## config.mk

```make
export PLATFORM = sky130hd
export DESIGN_NAME = ftdi_tx
export DESIGN_NICKNAME = d
export VERILOG_FILES = /design/src/rtl/ftdi_pkg.sv /design/src/rtl/ftdi_tx_pktmux.sv /design/src/rtl/ftdi_tx.sv
export SDC_FILE = /design/constraint.sdc
export NUM_CORES = 1
export LEC_CHECK = 0
export ABC_AREA = 0
export ABC_CLOCK_PERIOD_IN_PS = 3210
export CELL_PAD_IN_SITES_DETAIL_PLACEMENT = 1
export CELL_PAD_IN_SITES_GLOBAL_PLACEMENT = 2
export CORE_MARGIN = 5
export CORE_UTILIZATION = 35
export CTS_BUF_LIST = sky130_fd_sc_hd__clkbuf_8
export DETAILED_ROUTE_END_ITERATION = 6
export PLACE_DENSITY = 0.79
export SLEW_MARGIN = 20
export SYNTH_ARGS = -nofsm -noshare
export SYNTH_HDL_FRONTEND = slang
export SYNTH_HIERARCHICAL = 1
export SYNTH_SLANG_ARGS = --single-unit
```

## constraint.sdc

```tcl
create_clock -name clk_60 -period 3.21 [get_ports clk_60]
set_input_delay 0.4815 -clock clk_60 [delete_from_list [all_inputs] [get_ports clk_60]]
set_output_delay 0.4815 -clock clk_60 [all_outputs]
set_load 0.05 [all_outputs]
```

## src/rtl/ftdi_pkg.sv

```systemverilog
// Shared constants and types for the FT245 synchronous-FIFO link.
package ftdi_pkg;

  localparam int unsigned PKT_LEN = 8;

  localparam logic [2:0] IDX_HDR0   = 3'd0;
  localparam logic [2:0] IDX_HDR1   = 3'd1;
  localparam logic [2:0] IDX_SEQ    = 3'd2;
  localparam logic [2:0] IDX_STATUS = 3'd3;
  localparam logic [2:0] IDX_FRM_HI = 3'd4;
  localparam logic [2:0] IDX_FRM_LO = 3'd5;
  localparam logic [2:0] IDX_DROP   = 3'd6;
  localparam logic [2:0] IDX_CHK    = 3'd7;

  localparam logic [1:0] ST_IDLE = 2'd0;
  localparam logic [1:0] ST_REQ  = 2'd1;
  localparam logic [1:0] ST_SEND = 2'd2;

  localparam logic [7:0] HDR0_DEFAULT = 8'hA5;
  localparam logic [7:0] HDR1_DEFAULT = 8'h5A;

  typedef struct packed {
    logic [7:0]  seq;
    logic [7:0]  status;
    logic [15:0] frame_cnt;
    logic [7:0]  drop_cnt;
  } pkt_snap_t;

endpackage

```

## src/rtl/ftdi_tx_pktmux.sv

```systemverilog
// Combinational byte select over the packet snapshot, including the XOR checksum.
module ftdi_tx_pktmux
  import ftdi_pkg::*;
#(
  parameter logic [7:0] HDR0 = HDR0_DEFAULT,
  parameter logic [7:0] HDR1 = HDR1_DEFAULT
) (
  input  pkt_snap_t  snap,
  input  logic [2:0] sel,
  output logic [7:0] byte_out
);

  logic [7:0] chk;

  assign chk = HDR0 ^ HDR1 ^ snap.seq ^ snap.status ^
               snap.frame_cnt[15:8] ^ snap.frame_cnt[7:0] ^ snap.drop_cnt;

  always_comb begin
    byte_out = '0;
    case (sel)
      IDX_HDR0:   byte_out = HDR0;
      IDX_HDR1:   byte_out = HDR1;
      IDX_SEQ:    byte_out = snap.seq;
      IDX_STATUS: byte_out = snap.status;
      IDX_FRM_HI: byte_out = snap.frame_cnt[15:8];
      IDX_FRM_LO: byte_out = snap.frame_cnt[7:0];
      IDX_DROP:   byte_out = snap.drop_cnt;
      IDX_CHK:    byte_out = chk;
      default:    byte_out = '0;
    endcase
  end

endmodule

```

## src/rtl/ftdi_tx.sv

```systemverilog
// FT245 transmit side: sends fixed 8-byte status packets over the shared FTDI bus,
// arbitrating with the receiver via bus_req/bus_gnt and throttled by ftdi_txe_n.
module ftdi_tx
  import ftdi_pkg::*;
#(
  parameter logic [7:0] HDR0 = HDR0_DEFAULT,
  parameter logic [7:0] HDR1 = HDR1_DEFAULT
) (
  input  logic        clk_60,
  input  logic        rst,
  input  logic        report_req,
  input  logic [15:0] frame_cnt,
  input  logic [7:0]  status,
  input  logic        ftdi_txe_n,
  input  logic        bus_gnt,
  output logic        bus_req,
  output logic        ftdi_wr_n,
  output logic [7:0]  data_out,
  output logic        data_oe,
  output logic        busy
);

  logic [1:0] state;
  logic [2:0] idx;
  logic [7:0] seq;
  logic [7:0] drop_cnt;
  logic       pending;
  pkt_snap_t  snap;

  logic       start;
  logic       accept;
  logic [2:0] sel;
  logic [7:0] byte_sel;

  assign start  = (state == ST_IDLE) && (report_req || pending);
  assign accept = (state == ST_SEND) && !ftdi_wr_n && !ftdi_txe_n;
  // Look one byte ahead on acceptance so data_out is valid the cycle after the transfer.
  assign sel    = idx + {2'b00, accept};
  assign busy   = (state != ST_IDLE);

  ftdi_tx_pktmux #(
    .HDR0(HDR0),
    .HDR1(HDR1)
  ) u_pktmux (
    .snap    (snap),
    .sel     (sel),
    .byte_out(byte_sel)
  );

  always_ff @(posedge clk_60) begin
    if (!rst) begin
      state     <= ST_IDLE;
      idx       <= '0;
      seq       <= '0;
      drop_cnt  <= '0;
      pending   <= 1'b0;
      snap      <= '0;
      bus_req   <= 1'b0;
      ftdi_wr_n <= 1'b1;
      data_oe   <= 1'b0;
      data_out  <= '0;
    end else begin
      // A request landing while pending is still set counts as a drop, even on the snapshot edge.
      if (start) begin
        pending  <= 1'b0;
        drop_cnt <= (report_req && pending) ? 8'd1 : '0;
      end else if (report_req && (state != ST_IDLE)) begin
        if (!pending)
          pending <= 1'b1;
        else if (drop_cnt != '1)
          drop_cnt <= drop_cnt + 8'd1;
      end

      case (state)
        ST_IDLE: begin
          if (start) begin
            snap    <= '{seq: seq, status: status, frame_cnt: frame_cnt, drop_cnt: drop_cnt};
            idx     <= '0;
            bus_req <= 1'b1;
            state   <= ST_REQ;
          end
        end
        ST_REQ: begin
          if (bus_gnt) begin
            state     <= ST_SEND;
            ftdi_wr_n <= 1'b0;
            data_oe   <= 1'b1;
            data_out  <= byte_sel;
          end
        end
        ST_SEND: begin
          if (accept)
            idx <= idx + 3'd1;
          if (accept && (idx == 3'(PKT_LEN - 1))) begin
            state     <= ST_IDLE;
            bus_req   <= 1'b0;
            ftdi_wr_n <= 1'b1;
            data_oe   <= 1'b0;
            data_out  <= '0;
            seq       <= seq + 8'd1;
          end else if (!bus_gnt) begin
            state     <= ST_REQ;
            ftdi_wr_n <= 1'b1;
            data_oe   <= 1'b0;
          end else begin
            data_out  <= byte_sel;
          end
        end
        default: begin
          state     <= ST_IDLE;
          bus_req   <= 1'b0;
          ftdi_wr_n <= 1'b1;
          data_oe   <= 1'b0;
        end
      endcase
    end
  end

endmodule

```

== Word-level counts from Yosys, hierarchy flattened ==
Index checks and enable logic that the tools add are counted.

* Register bits after elaboration: 73
* Word-level logic and storage cells: 94
* Output and inout bits: 12

* Muxes and demuxes: 28
* Add/subtract/negate cells: 4
* Reduce and logical (&&, ||, !) cells: 25
* Bitwise gates (word level): 8
* Eq/ne operators: 16

{| class="wikitable"
|+ Operator list
! operator !! count
|-
| case mux 8 bit (8 select lines) || 1
|-
| 2-to-1 mux 8 bit || 6
|-
| XOR 8 bit || 4
|-
| adder 8 x 1 -> 8 bit, second input constant || 2
|-
| case mux 8 bit (2 select lines) || 1
|-
| equality test 3 bit, second input constant || 5
|-
| AND reduction 3 bit || 5
|-
| nonzero test 2 bit || 6
|-
| 2-to-1 mux 1 bit || 9
|-
| case mux 1 bit (3 select lines) || 3
|-
| 2-to-1 mux 2 bit || 4
|-
| inequality test 8 bit, second input constant || 1
|-
| NOT 8 bit || 1
|-
| equality test 3 x 2 -> 1 bit, second input constant || 2
|-
| logical AND 1 bit || 6
|-
| 2-to-1 mux 3 bit || 2
|-
| inequality test 2 bit, second input constant || 3
|-
| case mux 2 bit (3 select lines) || 1
|-
| case mux 3 bit (2 select lines) || 1
|-
| AND reduction 2 bit || 2
|-
| adder 3 x 1 -> 3 bit || 1
|-
| adder 3 x 1 -> 3 bit, second input constant || 1
|-
| equality test 3 x 1 -> 1 bit, second input constant || 1
|-
| logical NOT 3 bit || 1
|-
| other kinds (9) || 12
|}

== Longest topological paths before layout ==
Gate-level depths: netlist (run 1).

* Depth in word-level cells: 9
* Depth in mapped cells: 14
* Mapped depth without buffers: 12

== Hierarchy ==
Netlist (run 1), hierarchy kept.

{| class="wikitable"
|+ By module, submodules not included
! module !! area an instance (µm²) !! instances !! cells an instance
|-
| ftdi_tx || 3,091.7 || 1 || 354
|-
| ftdi_tx_pktmux || 740.7 || 1 || 99
|}

== Least setup slack after synthesis (run 1) ==
No wires, ideal clock.

* Path kind: register to register
* Start: reg ftdi_wr_n
* End: reg data_out[3]
* Buffers on the path: 1
* Clock period less this slack: 2.543 ns
* Slack: 0.667 ns
* Arrival time: 2.419 ns
* Cell stages (with the launch flop): 11
* Cells stage by stage: dfxtp_1 -> nor2_1 -> and2_1 -> ha_1 -> ha_1 -> buf_4 -> mux2_2 -> a221oi_1 -> o22ai_1 -> nand3_1 -> a21oi_1

* Longest elaborated chain between the ends: 9
* Elaborated cells on any way between the ends: 17

{| class="wikitable"
|+ RTL lines
! what !! RTL line !! source
|-
| start: declaration || ftdi_tx.sv:17 || <nowiki>output logic ftdi_wr_n,</nowiki>
|-
| start signal: assignment || ftdi_tx.sv:59 || <nowiki>ftdi_wr_n <= 1'b1;</nowiki>
|-
| start signal: assignment || ftdi_tx.sv:86 || <nowiki>ftdi_wr_n <= 1'b0;</nowiki>
|-
| start signal: assignment || ftdi_tx.sv:97 || <nowiki>ftdi_wr_n <= 1'b1;</nowiki>
|-
| logical NOT 1 bit * || ftdi_tx.sv:36 || <nowiki>assign accept = (state == ST_SEND) && !ftdi_wr_n && !ftdi_txe_n;</nowiki>
|-
| logical AND 1 bit * (2 in a row) || ftdi_tx.sv:36 ||
|-
| adder 3 x 1 -> 3 bit * || ftdi_tx.sv:38 || <nowiki>assign sel = idx + {2'b00, accept};</nowiki>
|-
| via sel[1] || ftdi_tx.sv:32 || <nowiki>logic [2:0] sel;</nowiki>
|-
| equality test 3 bit, or another cell as far along || ftdi_tx_pktmux.sv:20 || <nowiki>case (sel)</nowiki>
|-
| case mux 8 bit (8 select lines) * || ftdi_tx_pktmux.sv:20 ||
|-
| via byte_sel[3] || ftdi_tx.sv:33 || <nowiki>logic [7:0] byte_sel;</nowiki>
|-
| 2-to-1 mux 8 bit * || ftdi_tx.sv:84, ftdi_tx.sv:101 ||
|-
| 2-to-1 mux 8 bit || ftdi_tx.sv:94 || <nowiki>if (accept && (idx == 3'(PKT_LEN - 1))) begin</nowiki>
|-
| case mux 8 bit (2 select lines) * || ftdi_tx.sv:74 || <nowiki>case (state)</nowiki>
|-
| end signal: assignment || ftdi_tx.sv:88 || <nowiki>data_out <= byte_sel;</nowiki>
|-
| end signal: assignment || ftdi_tx.sv:106 || <nowiki>data_out <= byte_sel;</nowiki>
|-
| end: declaration || ftdi_tx.sv:18 || <nowiki>output logic [7:0] data_out,</nowiki>
|}

The timed path passes the listed nets; every way through them passes the cells marked *.
A chain may end at the register's enable or synchronous reset.

== Worst setup path after layout (run 1) ==
* Start: in ftdi_txe_n
* End: reg data_out[5]

* Longest elaborated chain between the ends: 8
* Elaborated cells on any way between the ends: 16

{| class="wikitable"
|+ RTL lines
! what !! RTL line !! source
|-
| start: declaration || ftdi_tx.sv:14 || <nowiki>input logic ftdi_txe_n,</nowiki>
|-
| logical NOT 1 bit * || ftdi_tx.sv:36 ||
|-
| logical AND 1 bit * || ftdi_tx.sv:36 ||
|-
| adder 3 x 1 -> 3 bit * || ftdi_tx.sv:38 ||
|-
| via sel[1] || ftdi_tx.sv:32 ||
|-
| equality test 3 bit, or another cell as far along || ftdi_tx_pktmux.sv:20 ||
|-
| case mux 8 bit (8 select lines) * || ftdi_tx_pktmux.sv:20 ||
|-
| via byte_sel[5] || ftdi_tx.sv:33 ||
|-
| 2-to-1 mux 8 bit * || ftdi_tx.sv:84, ftdi_tx.sv:101 ||
|-
| 2-to-1 mux 8 bit || ftdi_tx.sv:94 ||
|-
| case mux 8 bit (2 select lines) * || ftdi_tx.sv:74 ||
|}

Marks and branches as above.

==> flow_summary.ini, run 1 <==
[outcome]
status = complete, no violations

[sta]
worst_slew_pin_slew_ns = 0.552
post-route-min-period_ns = 2.77
setup_viol = 0
slew_headroom_pct = 63.1
clock.fmax_mhz = 361
fin_crit_sh_pct = 86.3
finalHoldViolCount = 0
clock_skew_ns = 0.00895
rsz0062_at_grt = false
report.final.slew_viol_count = 0
hold_ws_ns = 0.474
timing.final.ws_setup_ns = 0.440
finalSetupTns_ns = 0

[setup_path]
cp-startpoint = ftdi_txe_n
cp-end-kind = register
cpPeakStageDelay_ns = 0.50
worst-setup-path-type = in -> reg
reg2reg_depth = 12
crit_cells = 12
crit_chain = clkdlybuf4s50_1, nor2_1, and2_1, ha_1, ha_1, buf_4, nand2_1, nor2_1, a221oi_1, o21ai_0, nand3_1, a21oi_1
critPathArrivalTime_ns = 3.04
crit_buf_inv = 2
start_kind = input port
reg2reg_setup_slack_ns = 0.49
crit_fanout = 11
cp.required_ns = 3.48
reg2reg_to = data_out[5]
cp_top_family = buffers and inverters
crit_slowest_cell = clkdlybuf4s50_1
critPathCapture = data_out[5]
r2r-start = state[0]

[synth]
ys_types = 54
synth_area_mm2 = 0.00383
postSynthCellCount = 453
async_flop_share_pct = 0
yosysTopAreaCell = dfxtp_1
yosysWarnings = 6
yosys_register_bits = 73
seq_area_frac_synth_pct = 38.1
syn_area_per_cell_um2 = 8.46
synth_edf_count = 0
synth_top_area_share_pct = 38.1
synth_top_flop_cell = dfxtp_1
mappedNetlistNets = 493
synth_top_cells_by_area = dfxtp_1 38%, nand2_1 10%, a21boi_0 8.0%

[die]
fp.dieH_um = 115
num_rows = 38
die_area_mm2 = 0.0131
die_w_um = 115
io_pins = 41
start_util_pct = 35.5
core-area_mm2 = 0.0108

[route]
wl_mm = 9.64
via_per_inst = 5.11
drt_iter0_drc = 118
drc = 0
vias = 3233
ant_nets = 0
wl_per_cell_um = 15.2
drtPass1Iterations = 4

[clocking]
cts_buffers = 9
cts_hold_buffers = 0
cts_resized = 0
cts-root-buf = clkbuf_8
clkLatencyLatePin_ns = 0.35
cts.sinks = 73
cts.htree.levels = 3
clockBufferDepth = 2
postCtsSetupRepairBufs = 0
path_clk_slew_ns = 0.07
cts_tree = yes

[pwr]
cellLeakagePower_uw = 0.00164
power_per_cell_area_mw_per_mm2 = 627
peakVddDrop_uv = 232

[layout]
antenna_cells_inserted = 0
layout-drive-gt1-share_pct = 7.30
fillers = 1293
nNetsFinal = 529
area_growth_pct = 19.3

[global_routing]
grt_max_degree = 62
grt_usage_pct = 15.6
overflow = 0
grt_pass1_wl_mm = 16.4
grt_pass1_vias = 3254
antenna_found_initial = 0

[placement]
dp_hpwl_mm = 7.19
pre_cts_ws_ns = 0.0874
place.gp.congestion = 0.822
port-buffer-count = 40

[job]
maxCapViolations = 0

[worst_hold_path]
hold_start = data_out[5]
hold_class = reg -> reg
-- through the flow --
step                power (uW)  instance area (um2)  utilization, %  std cells
detailed placement        2180                 4380            40.6        618
CTS                       2920                 4570            42.4        633
floorplan                 1850                 3830               -        453
finish                    2860                 4570            42.4        633
global placement          2160                 4380            40.6        618
global route              3070                 4570            42.4        633
-- worst min path at each step --
| stage | end | slack, ns | cells past startpoint |
|---|---|---|---|
| after floorplan | snap[39] | 0.45 | 2 |
| after global placement | data_out[5] | 0.47 | 2 |
| after detailed placement | data_out[5] | 0.47 | 2 |
| after CTS | data_out[5] | 0.48 | 2 |
| after global routing | data_out[5] | 0.50 | 2 |
| final | data_out[5] | 0.47 | 2 |
-- area by class of cell --
| class | instances | area, um2 | area share, % |
|---|---|---|---|
| clock buffer | 11 | 151 | 3.31 |
| clock inverter | 4 | 43.8 | 0.958 |
| inverter | 11 | 41.3 | 0.903 |
| multi-input combinational | 344 | 2210 | 48.4 |
| sequential | 73 | 1460 | 32.0 |
| tap | 140 | 175 | 3.83 |
| timing repair buffer | 50 | 488 | 10.7 |
-- metal layers --
layer  global-route usage, %  vias to the layer above  wire (um)
met5                       0                        -          0
met4                    4.28                        0        118
met3                    3.33                        9        256
met2                    24.9                       32       4400
met1                    21.4                     1563       4870
li1                        -                     1629          -
-- placed cells by master (no fill, tap or decap), types with 8 or more instances in the layout --
master             n
a221oi_1           9
clkbuf_8          11
xnor2_1           32
dfxtp_1           73
mux2i_1            8
nand2_1          102
inv_1             12
o21ai_0           15
and2_1             8
nor2_1            15
buf_4              9
a21boi_0          41
clkdlybuf4s50_1   40
a21oi_1           16
ha_1              11
nand3_1           12
-- power breakdown --
group / internal (uW) / switching, uW / total, uW
logic: 396 / 616 / 1010
registers: 1010 / 115 / 1130
clock network: 392 / 331 / 723
total: 1800 / 1060 / 2860
-- state kept, by name, indices dropped and copies added (netlist names) --
signal / flops
snap: 40
data_out: 8
drop_cnt: 8
seq: 8
idx: 3
state: 2
bus_req: 1
data_oe: 1
ftdi_wr_n: 1
pending: 1
-- synthesized netlist by cell type, types with 3 or more instances --
library cell	n
nor2b_1	7
and3_1	4
inv_1	11
nand3_1	12
nor2_1	16
a21oi_1	16
a221oi_1	9
a21boi_0	41
o21ai_0	15
mux2_2	3
nand2_1	102
xnor2_1	32
xor2_1	6
clkbuf_1	15
ha_1	11
mux2i_1	8
nand2b_1	5
buf_2	7
nand4_1	7
dfxtp_1	73
and2_1	8
-- worst register-to-register path, cell delays in order (launching register included) --
cell and delay, ns:
dfxtp_1 0.41, inv_1 0.09, ha_1 0.21, and2_1 0.16
ha_1 0.18, ha_1 0.49, buf_4 0.25, nand2_1 0.09
nor2_1 0.28, a221oi_1 0.16, o21ai_0 0.10, nand3_1 0.10
a21oi_1 0.15
-- cells by family after synthesis --
| logic type | share of synthesized area (%) |
|---|---|
| xor gates and xnor gates | 9.86 |
| DFF | 38.1 |
| adders and majority gates | 3.59 |
| buffers and inverters | 4.24 |
| AOI/OAI and AO/OA | 19.1 |
| and+or+nand+nor | 21.8 |
| muxes | 3.26 |
(Power assumes the default switching activity.)
==> inputs of run 2 (changes only) <==
--- a/config.mk
+++ b/config.mk
@@ -13,6 +13,7 @@
 export CORE_UTILIZATION = 35
 export CTS_BUF_LIST = sky130_fd_sc_hd__clkbuf_8
 export DETAILED_ROUTE_END_ITERATION = 6
+export HOLD_SLACK_MARGIN = 0.08
 export PLACE_DENSITY = 0.79
 export SLEW_MARGIN = 20
 export SYNTH_ARGS = -nofsm -noshare
==> results of run 2 <==
Final layout, timing and power as in run 1 (identical DEF).
